[config.mk]
export PLATFORM = sky130hd
export DESIGN_NAME = key_sched_ctrl
export DESIGN_NICKNAME = d
export VERILOG_FILES = /design/src/rtl/key_sched_ctrl.sv
export SDC_FILE = /design/constraint.sdc
export NUM_CORES = 1
export LEC_CHECK = 0
export BUFFER_PORTS_ARGS = -buffer_cell sky130_fd_sc_hd__buf_4
export CAP_MARGIN = 20
export CELL_PAD_IN_SITES_DETAIL_PLACEMENT = 1
export CELL_PAD_IN_SITES_GLOBAL_PLACEMENT = 2
export CORE_UTILIZATION = 36
export CTS_BUF_LIST = sky130_fd_sc_hd__clkbuf_4
export DETAILED_ROUTE_END_ITERATION = 10
export GPL_TIMING_DRIVEN = 0
export PLACE_DENSITY = 0.93
export SETUP_SLACK_MARGIN = 0.2
export SLEW_MARGIN = 20
export SYNTH_ARGS = -nofsm -noshare
export SYNTH_HDL_FRONTEND = slang
export SYNTH_SLANG_ARGS = --single-unit
[constraint.sdc]
create_clock -name clk -period 5 [get_ports clk]
set_input_delay 0.25 -clock clk [delete_from_list [all_inputs] [get_ports clk]]
set_output_delay 0.25 -clock clk [all_outputs]
set_load 0.05 [all_outputs]
[src/rtl/key_sched_ctrl.sv]
// Key-schedule sequencer: presents 16 rotated C/D half pairs, one per round,
// ascending for encrypt and descending for decrypt, with ready/ack backpressure.
//
// state   | meaning
// IDLE    | no schedule; waits for start (abort wins over start)
// PRESENT | subkey_valid=1, outputs held until subkey_ack, abort or reset
module key_sched_ctrl (
    input  logic        clk,
    input  logic        rst_n,
    input  logic        start,
    input  logic        decrypt,
    input  logic        abort,
    input  logic [55:0] c_in,
    input  logic [55:0] d_in,
    input  logic        subkey_ack,
    output logic [55:0] c_out,
    output logic [55:0] d_out,
    output logic [3:0]  round,
    output logic        subkey_valid,
    output logic        busy,
    output logic        done
);

    typedef enum logic {IDLE = 1'b0, PRESENT = 1'b1} state_t;

    state_t      state_q, state_d;
    logic [55:0] c_q, c_d, d_q, d_d;
    logic [3:0]  round_q, round_d;
    logic        dec_q, dec_d;
    logic        done_q, done_d;
    logic        last_round;

    function automatic logic [55:0] rotl(input logic [55:0] x, input int unsigned n);
        return (x << n) | (x >> (56 - n));
    endfunction

    // Rounds 1, 2, 9 and 16 (indices 0, 1, 8, 15) shift by one, all others by two.
    function automatic logic sh_one(input logic [3:0] idx);
        return (idx == 4'd0) || (idx == 4'd1) || (idx == 4'd8) || (idx == 4'd15);
    endfunction

    always_ff @(posedge clk or negedge rst_n) begin
        if (!rst_n) begin
            state_q <= IDLE;
            c_q     <= '0;
            d_q     <= '0;
            round_q <= '0;
            dec_q   <= 1'b0;
            done_q  <= 1'b0;
        end else begin
            state_q <= state_d;
            c_q     <= c_d;
            d_q     <= d_d;
            round_q <= round_d;
            dec_q   <= dec_d;
            done_q  <= done_d;
        end
    end

    assign last_round = dec_q ? (round_q == 4'd0) : (round_q == 4'd15);

    always_comb begin
        state_d = state_q;
        c_d     = c_q;
        d_d     = d_q;
        round_d = round_q;
        dec_d   = dec_q;
        done_d  = 1'b0;
        case (state_q)
            IDLE: begin
                if (start && !abort) begin
                    state_d = PRESENT;
                    dec_d   = decrypt;
                    if (decrypt) begin
                        // Decrypt begins at round 16, whose cumulative shift is 28.
                        c_d     = rotl(c_in, 28);
                        d_d     = rotl(d_in, 28);
                        round_d = 4'd15;
                    end else begin
                        c_d     = rotl(c_in, 1);
                        d_d     = rotl(d_in, 1);
                        round_d = 4'd0;
                    end
                end
            end
            PRESENT: begin
                if (abort) begin
                    state_d = IDLE;
                end else if (subkey_ack) begin
                    if (last_round) begin
                        state_d = IDLE;
                        done_d  = 1'b1;
                    end else if (dec_q) begin
                        // Undo the shift that produced the current round.
                        c_d     = sh_one(round_q) ? rotl(c_q, 55) : rotl(c_q, 54);
                        d_d     = sh_one(round_q) ? rotl(d_q, 55) : rotl(d_q, 54);
                        round_d = round_q - 4'd1;
                    end else begin
                        c_d     = sh_one(round_q + 4'd1) ? rotl(c_q, 1) : rotl(c_q, 2);
                        d_d     = sh_one(round_q + 4'd1) ? rotl(d_q, 1) : rotl(d_q, 2);
                        round_d = round_q + 4'd1;
                    end
                end
            end
            default: state_d = IDLE;
        endcase
    end

    always_comb begin
        subkey_valid = (state_q == PRESENT);
        busy         = (state_q == PRESENT);
        done         = done_q;
        c_out        = c_q;
        d_out        = d_q;
        round        = round_q;
    end

endmodule
==> results of run 1 <==
-- cell families (layout without fill, tap and decap cells) --
group	Yosys count	in the layout	share of synthesized area, %
xor+xnor	1	1	0.0851
simple gates	358	358	16.4
flops	119	119	28.9
other cells	0	4	0
buf+inv	133	404	6.76
mux	113	113	12.4
compound gates	467	467	34.9
fa+ha+maj	5	5	0.608
-- repair_timing --
item,CTS,global route
hold buffers,3,0
endpoints found under the hold margin,47,0
resized for setup,0,0
-- sequential cells by signal, indices dropped and copies added, names as in the netlist --
name,count
busy,1
round,4
d_out,56
c_out,56
dec_q,1
done,1
-- cell type report --
type	count	area share, %
multi-input combinational	944	51.2
clock inverter	15	1.43
clock buffer	17	0.988
tap	378	3.66
inverter	4	0.116
timing repair buffer	239	14.2
antenna	4	0.0775
buffer	129	5.27
sequential	119	23.1
-- power by group through the flow --
stage          registers (mW)  logic (mW)  clock network [mW]
2_1_floorplan            2.53        1.69                   0
3_3_place_gp             1.76        3.60                   0
3_5_place_dp             1.77        3.65                   0
4_1_cts                  1.75        3.67               0.840
5_1_grt                  1.80        3.90               0.872
6_report                 1.76        3.68               0.828
-- worst max-delay path, stage by stage (launching register included) --
cell,delay [ns]
dfrtp_1,0.39
clkbuf_1,0.36
clkbuf_1,0.48
clkbuf_1,0.49
nand2_1,0.13
o22ai_1,0.17
nor2_1,0.06
dlygate4sd3_1,0.55
-- how the worst max path moves through the flow --
stage	slack (ns)	cells past startpoint	start	end
2_1_floorplan	2.59	9	round[0]$_DFFE_PN0P_	c_out[14]$_DFFE_PN0P_
3_5_place_dp	2.36	9	round[0]$_DFFE_PN0P_	c_out[11]$_DFFE_PN0P_
3_3_place_gp	2.42	9	round[0]$_DFFE_PN0P_	d_out[27]$_DFFE_PN0P_
5_1_grt	2.13	7	busy$_DFF_PN0_	busy$_DFF_PN0_
4_1_cts	2.34	7	busy$_DFF_PN0_	busy$_DFF_PN0_
6_report	2.27	7	busy$_DFF_PN0_	busy$_DFF_PN0_
-- cell usage in the layout (no fill, tap or decap), types with 3 or more instances in the layout --
cell type / count
a221oi_1: 32
dfrtp_1: 119
mux2_2: 112
buf_1: 4
buf_4: 251
nand2_1: 116
nor2b_1: 113
clkbuf_1: 57
ha_1: 5
a21oi_1: 227
clkinv_2: 3
clkbuf_4: 22
a211oi_1: 112
bufinv_16: 4
clkinvlp_4: 4
dlygate4sd3_1: 3
clkinv_1: 3
a221oi_2: 80
buf_6: 9
diode_2: 4
buf_2: 37
a21o_1: 3
inv_1: 4
nor2_1: 115
-- per-layer routing --
metal | GRT usage [%] | share of wire (%) | up-vias
met5 | 0 | 0 | -
met4 | 10.1 | 2.7 | 0
met3 | 3.77 | 4.2 | 65
met2 | 46.9 | 47 | 300
met1 | 39.2 | 46 | 5304
li1 | - | - | 4980
==> metrics.md, run 1 <==
| Metric | Value |
|---|---|
| CTS H-tree lvls | 4 |
| Placement Cell Area | 0.0126 mm2 |
| Wire length per cell | 22.8 um |
| Worst Hold Class | primary input to flip-flop |
| Register Area | between 0.002 and 0.003 mm2 |
| Die Width | 171 um |
| Pwr dens | 485 mW/mm2 |
| Largest net degree at the start of global routing | 75 |
| Routed WL | 42.2 mm |
| Clk pwr share | 13.2% |
| Post-Syn Area | roughly 0.010 mm2 |
| Design area | 0.0129 mm2 |
| Reg clk slew, reported paths | 0.13 ns |
| Synth Instances | approximately 1200 |
| Fillers | 3438 |
| # rows | 61 |
| Multi-input gate area | 0.00662 mm2 |
| First-pass GRT wire length | 64.4 mm |
| NumNets Final | 1577 |
| Util after Layout | 46.2% |
| Fin crit share | 54.7% |
| YS warnings | 0 |
| Largest area contributor in the netlist | dfrtp_1 |
| Dpl cells | 1810 |
| Sequential share of power | 28.1% |
| Die ar. | 0.0293 mm2 |
| Num CTS Buffers | 17 |
| Bufs on Longest Clock Path | 2 |
| Req. time, crit path | 5.47 ns |
| Post-route ant nets | 0 |
| GRT overflow | 0 |
| Drt drc | 0 |
| Worst setup EP type | flip-flop |
| Placer Congestion | 0.942 |
| Vias in the first global route | approximately 11000 |
| Iteration-0 DRC Markers | 801 |
| Comb pwr share | 58.7% |
| Max Cap Viol | 0 |
| Unrepaired setup endpoints after global routing | no |
| Post-synth EDFFs | 0 |
| Setup tns final | 0 ns |
| Synth Net Count | 1319 |
| Clk Latency, worst-skew pair | 0.57 ns |
| Status | finished, final reports clean |
| Design Power | 6.27 mW |
| Clock sinks | 119 |
| Count of final hold-check violations | 0 |
| Critical path fanouts, max | 10 |
| Finished Layout Cells | around 1800 |
| Setup WS pre-CTS | 2.36 ns |
| Post-synthesis sequential area ratio | 28.9% |
| Fmax | 0.366 GHz |
| CP Launch Type | flip-flop |
| Share of the synthesized area in the top cell type | 28.9% |
| R2R Setup Slk | 2.27 ns |
| First drt pass iteration count | 5 |
| Asr flop ratio synth | 100% |
| Cells on worst reg2reg path | 7 |
| Slew Limit Fails | 0 |
| Initial antenna violation count | 4 |
| # IOs | around 240 |
| Max VDD drop | 209 uV |
| CP arrival | around 3.2 ns |
| Fin worst setup slack | 2.27 ns |
| DP HPWL | 33.1 mm |
| R2R Path Start | busy$_DFF_PN0_ |
| Slew @ Worst Pin | 0.668 ns |
| Port bufs | 235 |
| #FFs+latches synth | 119 |
| Max_slew headroom | 55.3% |
| Minimum clock period | 2.73 ns |
| Die Height | 171 um |
| Main synth FF type | dfrtp_1 |
| Clock Root Buffer | clkbuf_4 |
| GRT Total Usage | 28.9% |
| Distinct cells, synth | 40 |
| Count leader, synth | a21oi_1 |
| DR vias/cell | roughly 5.8 |
| HP Start | start |
| Int Pwr | 2.86 mW |
| Hold Slack | a little over 0.1 ns |
| Syn_area_per_cell | 8.60 um2 |
| Top cells by count, synth | a21oi_1, dfrtp_1, nand2_1 |
| P_leak | 5.21 nW |
| Core ar. | 0.0279 mm2 |
| Hold-critical path depth | 3 |
| CTS tree | built |
| Starting Density | 36.8% |
| Setup Skew | 0.0186 ns |
| Area grow syn2layout | 25.5% |
| Switch Pwr | 3.41 mW |
| RR Endpoint | busy$_DFF_PN0_ |
| Endpoints failing setup | 0 |
| Post-CTS setup buffers | 0 |
| Switching Share | between 50% and 60% |
| Hold EP | dec_q$_DFFE_PN0P_ |
| Ranking of synthesized cells by area | dfrtp_1, mux2_2, a221oi_2 |
| Layout cells sized above 1 | between 30% and 40% |
| Vias | around 11000 |
| Critical path class | flip-flop to flip-flop |
(Power assumes the default switching activity.)
==> run 2, diff against run 1 <==
--- a/config.mk
+++ b/config.mk
@@ -5,15 +5,16 @@
 export SDC_FILE = /design/constraint.sdc
 export NUM_CORES = 1
 export LEC_CHECK = 0
+export ABC_AREA = 1
 export BUFFER_PORTS_ARGS = -buffer_cell sky130_fd_sc_hd__buf_4
 export CAP_MARGIN = 20
 export CELL_PAD_IN_SITES_DETAIL_PLACEMENT = 1
 export CELL_PAD_IN_SITES_GLOBAL_PLACEMENT = 2
-export CORE_UTILIZATION = 36
+export CORE_UTILIZATION = 26
 export CTS_BUF_LIST = sky130_fd_sc_hd__clkbuf_4
 export DETAILED_ROUTE_END_ITERATION = 10
 export GPL_TIMING_DRIVEN = 0
-export PLACE_DENSITY = 0.93
+export PLACE_DENSITY = 0.84
 export SETUP_SLACK_MARGIN = 0.2
 export SLEW_MARGIN = 20
 export SYNTH_ARGS = -nofsm -noshare
==> constraint.sdc (replaced) <==
create_clock -name clk -period 2.2 [get_ports clk]
set_input_delay 0.11 -clock clk [delete_from_list [all_inputs] [get_ports clk]]
set_output_delay 0.11 -clock clk [all_outputs]
set_load 0.05 [all_outputs]
==> run 2 against run 1 <==
  * Die area is 57% higher
  * Sequential cell count stayed put
  * Power grew to 4.0 times the previous value
  * Largest cell class unchanged
  * Largest power group unchanged
  * Highest routed layer is now met5
==> metrics.md, run 2 <==
| Metric | Value |
|---|---|
| Status | finished, final reports clean |
| Drt drc | 0 (unchanged) |
| Endpoints failing setup | 0 (unchanged) |
| Fin worst setup slack | 0.150 ns (-2.12 ns) |
| Post-Synth Simple-Gate Area | 44.7% (+28 points) |
| Critical path class | flip-flop to flip-flop |
| Fin crit share | 93.2% (+39 points) |
| YS warnings | 0 (unchanged) |
| Wire length per cell | 20.9 um (-8.3%) |
| Num CTS Buffers | 17 (unchanged) |
| DP HPWL | 47.0 mm (+42%) |
| Routing usage on met1 | 35.6% (-3.7 points) |
| Pwr dens | 1390 mW/mm2 (+190%) |
| Area grow syn2layout | 54.8% |
| Design Power | 25.2 mW (+300%) |
| #FFs+latches synth | 119 (unchanged) |
| Critical path fanouts, max | 8 (-2) |
| Starting Density | 26.4% (-10 points) |
| Worst path cell trace | inv_4 > ha_1 > nand2_1 > nand3b_4 > nand3_4 > clkbuf_16 > clkbuf_16 > nand2_1 > nand3_1 > nand2_1 > nand2_1 > nand2_1 |
| Placer Congestion | 0.966 (+2.5%) |
| Post-route ant nets | 0 (unchanged) |
| Multiplexer area fraction after synthesis | 0% (-12 points) |
| Worst Hold Class | primary input to flip-flop |
| Distinct cells, synth | 26 (-35%) |
| Clk Latency, worst-skew pair | 0.67 ns (+0.10 ns) |
| Synth Area in Compound Gates | 15.0% (-20 points) |
| Post-Syn Area | 0.0117 mm2 (+14%) |
| Multi-input gate area | 0.00805 mm2 (+22%) |
| Ranking of synthesized cells by area | nand2_1, dfrtp_1, a21oi_1 |
| Post-synth EDFFs | 0 (unchanged) |
| Setup Skew | 0.0228 ns (+0.00421 ns) |
| CTS H-tree lvls | 4 (unchanged) |
| Vias in the first global route | 15900 (+46%) |
| Die Height | 214 um (+25%) |
| Max_slew headroom | 47.3% (-8.1 points) |
| # IOs | 237 (unchanged) |
| Main synth FF type | dfrtp_1 |
| Post-synthesis sequential area ratio | 25.4% (-3.5 points) |
| P_leak | 9.32 nW (+79%) |
| Met2 Resource Use GR | 45.3% (-1.6 points) |
| Highest-delay cell along the critical path | dfrtp_2 |
| Req. time, crit path | 2.77 ns (-2.70 ns) |
| Iteration-0 DRC Markers | 996 (+24%) |
| Layout cells sized above 1 | 24.7% (-11 points) |
| Grt peak-use layer | met2 |
| Highest-count cells in the layout ignoring fill and taps | nand2_1, buf_4, inv_1, a21oi_1, dlygate4sd3_1 |
| Synth Area in Adders | 0.534% (-0.074 points) |
| # rows | 77 (+26%) |
| Slowest Stage Delay on Critical Path | 0.49 ns (-0.06 ns) |
| Top cells by count, synth | nand2_1, inv_1, a21oi_1 |
| Clock Root Buffer | clkbuf_4 |
| Vias | 16300 (+53%) |
| Max VDD drop | 872 uV (+320%) |
| Largest area contributor in the netlist | nand2_1 |
| Asr flop ratio synth | 100% (unchanged) |
| Routed WL | 66.4 mm (+57%) |
| Worst setup EP type | flip-flop |
| Share of the synthesized area in the top cell type | 29.1% (+0.17 points) |
| DR vias/cell | 5.15 (-11%) |
| Max Cap Viol | 0 (unchanged) |
| Most common cell after layout, fill and taps aside | nand2_1 |
| Fillers | 5795 (+69%) |
| Fmax | 0.488 GHz (+33%) |
| GRT Total Usage | 27.1% (-1.8 points) |
| Count of final hold-check violations | 0 (unchanged) |
| Setup tns final | 0 ns (unchanged) |
| Most common cell on crit path | nand2_1 |
| Die Width | 214 um (+25%) |
| First drt pass iteration count | 5 (unchanged) |
| Largest family of logic cells by synthesized area | simple AND/OR/NAND/NOR gates |
| Unrepaired setup endpoints after global routing | yes |
| Initial antenna violation count | 3 (-1) |
| GRT overflow | 0 (unchanged) |
| Reg clk slew, reported paths | 0.13 ns (about the same) |
| Slew Limit Fails | 0 (unchanged) |
| Count leader, synth | nand2_1 |
| CP Launch Type | flip-flop |
| Synth Net Count | 2269 (+72%) |
| Synth Instances | 2146 (+79%) |
| Largest net degree at the start of global routing | 84 (+12%) |
| XOR/XNOR share of the synthesized area | 0.0748% (-0.010 points) |
| CTS tree | built |
| Setup WS pre-CTS | -0.232 ns (-2.59 ns) |
| R2R Setup Slk | 0.15 ns (-2.12 ns) |
| Port bufs | 235 (unchanged) |
| CP arrival | 2.62 ns (-0.58 ns) |
| Core ar. | 0.0443 mm2 (+59%) |
| Register Area | 0.00298 mm2 (+0.13%) |
| NumNets Final | 2686 (+70%) |
| First-pass GRT wire length | 96.4 mm (+50%) |
| Slew @ Worst Pin | 0.791 ns (+0.122 ns) |
| Bufs on Longest Clock Path | 2 (unchanged) |
| Die ar. | 0.0459 mm2 (+57%) |
| GR Layer Usage met3 | 4.35% (+0.58 points) |
| Minimum clock period | 2.05 ns (-0.683 ns) |
| Syn_area_per_cell | 5.46 um2 (-37%) |
| Clock sinks | 119 (unchanged) |
run 2: routing by layer:
metal | up-vias | share of wire [%]
li1 | 7656 | -
met1 | 8060 | 44
met2 | 507 | 47
met3 | 107 | 5.1
met4 | 4 | 3.3
met5 | - | 0.024
run 2: area by class of cell:
type,instances,share of cell area (%)
Clock inverter,8,0.815
Antenna cell,2,0.0276
Tap cell,592,4.09
Buffer,174,7.79
Clock buffer,24,0.994
Inverter,234,4.96
Timing Repair Buffer,397,20.5
Multi-Input combinational cell,1620,44.4
Sequential cell,119,16.4
run 2: cell families after synthesis:
logic type / Yosys count
buffers and inverters: 408
AO/OA/AOI/OAI: 348
adder cells (fa/ha/maj): 5
AND/OR/NAND/NOR: 1265
flip-flops: 119
XOR/XNOR: 1
run 2: power breakdown:
part	internal [mW]	switching [mW]
Clock	0.988	1.06
Combinational	6.67	12.0
Sequential	3.04	1.35
Total	10.7	14.4
run 2: per-stage QoR:
stage | hold slack, ns | std cells | util (%) | area, um2
finish | 0.164 | 3170 | 40.9 | 18100
global route | 0.141 | 3169 | 40.9 | 18100
CTS | 0.286 | 3130 | 37.0 | 16400
detailed placement | 0.0163 | 2974 | 32.2 | 14300
global placement | 0.301 | 2973 | 32.1 | 14200
floorplan | -0.186 | 2146 | - | 11700
run 2: critical path: cells and delay by family (launching register included):
family / cells / cell delay [ns]
adder cells (fa/ha/maj): 1 / 0.20
buffers and inverters: 3 / 0.50
flip-flops: 1 / 0.49
AND/OR/NAND/NOR: 8 / 0.75
run 2: path summary, 6_finish.rpt:
path | from | end | cells past startpoint
worst max register to register | round[0]$_DFFE_PN0P_ | c_out[18]$_DFFE_PN0P_ | 12
worst min register to register | c_out[49]$_DFFE_PN0P_ | c_out[49]$_DFFE_PN0P_ | 2
worst max-delay path | round[0]$_DFFE_PN0P_ | c_out[18]$_DFFE_PN0P_ | 12
min in group asynchronous | rst_n | c_out[17]$_DFFE_PN0P_ | 4
max in group asynchronous | rst_n | d_out[13]$_DFFE_PN0P_ | 4
worst min-delay path | abort | done$_DFF_PN0_ | 3
run 2: timing repair:
item / in CTS / in global routing
endpoints found under the hold margin: 235 / 0
hold buffers: 120 / 0
gates resized for setup: 179 / 320
setup endpoints to repair: 116 / 118
buffers inserted: 4 / 16
pin swaps: 3 / 59
cloned: 0 / 24
==> run 3, diff against run 2 <==
--- a/config.mk
+++ b/config.mk
@@ -15,6 +15,7 @@
 export DETAILED_ROUTE_END_ITERATION = 10
 export GPL_TIMING_DRIVEN = 0
 export PLACE_DENSITY = 0.84
+export REMOVE_ABC_BUFFERS = 1
 export SETUP_SLACK_MARGIN = 0.2
 export SLEW_MARGIN = 20
 export SYNTH_ARGS = -nofsm -noshare
==> run 3 against run 2 <==
  * The flow now finishes with violations (negative setup slack)
  * Sequential power fell by 3%
  * Final cell count is 1.5% lower
  * Clock skew increased by 0.0091 ns
  * Global-route usage is 1.6 points higher
  * Die area stayed put
  * Clock power down 7%
  * Register-to-register slack got worse by 0.25 ns
  * Critical path type unchanged
  * Largest power group unchanged
  * Highest routed layer is now met4
==> metrics.md, run 3 (synthesis gave the netlist of run 2 again) <==
| Metric | Value |
|---|---|
| Starting Density | 26.4% (unchanged) |
| Num CTS Buffers | 17 (unchanged) |
| GRT overflow | 0 (unchanged) |
| DR vias/cell | 5.28 (+2.4%) |
| HP Start | decrypt |
| Largest net degree at the start of global routing | 115 (+37%) |
| Reg clk slew, reported paths | 0.13 ns (about the same) |
| Critical path class | flip-flop to flip-flop |
| R2R Path Start | round[1]$_DFFE_PN0P_ |
| First-pass GRT wire length | 102 mm (+5.3%) |
| Iteration-0 DRC Markers | 1297 (+30%) |
| Clock Root Buffer | clkbuf_4 |
| Core ar. | 0.0443 mm2 (unchanged) |
| RR Endpoint | d_out[34]$_DFFE_PN0P_ |
| R2R Setup Slk | -0.10 ns (-0.25 ns) |
| # IOs | 237 (unchanged) |
| Util after Layout | 40.9% (about the same) |
| Status | complete, but fails checks |
| Max VDD drop | 676 uV (-23%) |
| Hold Slack | 0.0721 ns (-0.0917 ns) |
| NumNets Final | 2630 (-2.1%) |
| Setup tns final | -4.69 ns (-4.69 ns) |
| Die ar. | 0.0459 mm2 (unchanged) |
| Placer Congestion | 0.789 (-18%) |
| Clock sinks | 119 (unchanged) |
| Wire length per cell | 22.5 um (+7.3%) |
| Initial antenna violation count | 3 (unchanged) |
| Finished Layout Cells | 3121 (-1.5%) |
| Hold-critical path depth | 5 (+2) |
| Routed WL | 70.2 mm (+5.7%) |
| Unrepaired setup endpoints after global routing | yes |
| First drt pass iteration count | 5 (unchanged) |
| GRT Total Usage | 28.7% (+1.6 points) |
| Die Width | 214 um (unchanged) |
| Critical path fanouts, max | 5 (-3) |
| Vias in the first global route | 16600 (+4.7%) |
| Max Cap Viol | 0 (unchanged) |
| Endpoints failing setup | 93 (+93) |
| CTS H-tree lvls | 4 (unchanged) |
| Drt drc | 0 (unchanged) |
| Worst Hold Class | primary input to flip-flop |
| Pwr dens | 1440 mW/mm2 (+3.8%) |
| Slew Limit Fails | 0 (unchanged) |
| Fin crit share | 105% (+11 points) |
| Cells on worst reg2reg path | 15 (+3) |
| CTS tree | built |
| Post-route ant nets | 0 (unchanged) |
| Die Height | 214 um (unchanged) |
| Vias | 16500 (+0.82%) |
| Setup WS pre-CTS | -1.18 ns (-0.947 ns) |
| Count of final hold-check violations | 0 (unchanged) |
| Most common cell after layout, fill and taps aside | nand2_1 |
| Failing checks | negative setup slack |
| CP Launch Type | flip-flop |
| Hold EP | d_out[42]$_DFFE_PN0P_ |
| DP HPWL | 33.8 mm (-28%) |
| # rows | 77 (unchanged) |
| Req. time, crit path | 2.86 ns (+0.09 ns) |
| Fin worst setup slack | -0.103 ns (-0.253 ns) |
| Setup Skew | 0.0319 ns (+0.00911 ns) |
| Clk Latency, worst-skew pair | 0.78 ns (+0.11 ns) |
| Slew @ Worst Pin | 1.08 ns (+0.292 ns) |
| Area grow syn2layout | 54.9% (about the same) |
| CP arrival | 2.96 ns (+0.34 ns) |
| Worst setup EP type | flip-flop |
| P_leak | 9.48 nW (+1.8%) |
| Max_slew headroom | 27.8% (-19 points) |
| Fmax | 0.434 GHz (-11%) |
| Dpl cells | 2821 (-5.1%) |
| Minimum clock period | 2.30 ns (+0.253 ns) |
| Bufs on Longest Clock Path | 2 (unchanged) |
| Layout cells sized above 1 | 19.8% (-4.9 points) |
| Port bufs | 236 (+0.43%) |
| Highest-count cells in the layout ignoring fill and taps | nand2_1, buf_4, inv_1, a21oi_1, dlygate4sd3_1 |
## run 3: cell count changes in the layout (fill, tap and decap cells not counted), moves of 13 or more
| cell | delta |
|---|---|
| a21oi_1 | +78 |
| a21oi_2 | -49 |
| a21oi_4 | -29 |
| buf_16 | +26 |
| buf_2 | -18 |
| clkbuf_1 | -48 |
| clkbuf_2 | -27 |
| dlygate4sd3_1 | +41 |
| nand2_4 | +13 |
| nor2_1 | +20 |
| nor2_2 | -23 |
## run 3: metrics by stage
step	total power, mW	instance area (um2)
2_1_floorplan	14.3	10900
3_3_place_gp	17.5	13400
3_5_place_dp	19.4	14000
4_1_cts	24.4	17200
5_1_grt	27.8	18100
6_report	26.1	18100
## run 3: per-layer routing
metal / vias up / GRT usage, % / share of wire [%]
met3: 129 / 4.54 / 5.8
met4: 0 / 11.3 / 3.0
met2: 596 / 45.5 / 46
met1: 8181 / 38.8 / 45
met5: - / 0 / 0
li1: 7562 / - / -
## run 3: worst max-delay path: stages, from the launching register on
cell and delay, ns:
dfrtp_2 0.50, ha_4 0.23, nor2_4 0.18, nand2_4 0.06
nand3b_4 0.18, buf_12 0.15, buf_16 0.12, nand3_4 0.07
buf_12 0.13, buf_12 0.14, clkbuf_16 0.18, nand2_4 0.05
nand3_2 0.05, nand2_1 0.05, nand2_1 0.05, nand2_1 0.05
## run 3: worst max path at each step
stage	startpoint	to	slack [ns]	cells past startpoint
after floorplan	busy$_DFF_PN0_	round[0]$_DFFE_PN0P_	-5.18	6
after global placement	busy$_DFF_PN0_	round[2]$_DFFE_PN0P_	-9.51	6
after detailed placement	round[1]$_DFFE_PN0P_	c_out[3]$_DFFE_PN0P_	-1.18	13
after CTS	round[1]$_DFFE_PN0P_	c_out[22]$_DFFE_PN0P_	-0.005	15
after global routing	round[1]$_DFFE_PN0P_	c_out[49]$_DFFE_PN0P_	-0.19	14
final	round[1]$_DFFE_PN0P_	d_out[34]$_DFFE_PN0P_	-0.10	15
## run 3: power breakdown
part	total [mW]	internal (mW)	switching, mW	leakage, nW
sequential	4.28	3.05	1.23	1.46
combinational	19.9	7.07	12.8	7.86
clock	1.91	0.786	1.12	0.162
## run 3: final cells by class
type                            instances  area (um2)
Clock inverter                         13         136
Timing Repair Buffer                  505        5400
Antenna cell                            9        22.5
Clock buffer                           19         143
Tap cell                              592         741
Inverter                              234         943
Sequential cell                       119        2990
Timing Repair inverter                  4        40.0
Fill cell                            5769       26200
Multi-Input combinational cell       1626        7720
## run 3: repair_timing
action | CTS | global route
hold endpoints to repair | 235 | 0
gates cloned | 28 | 15
setup buffers | 40 | 18
pin swaps | 13 | 42
endpoints found under the setup margin | 118 | 120
hold buffers | 160 | 0
resized for setup | 64 | 114
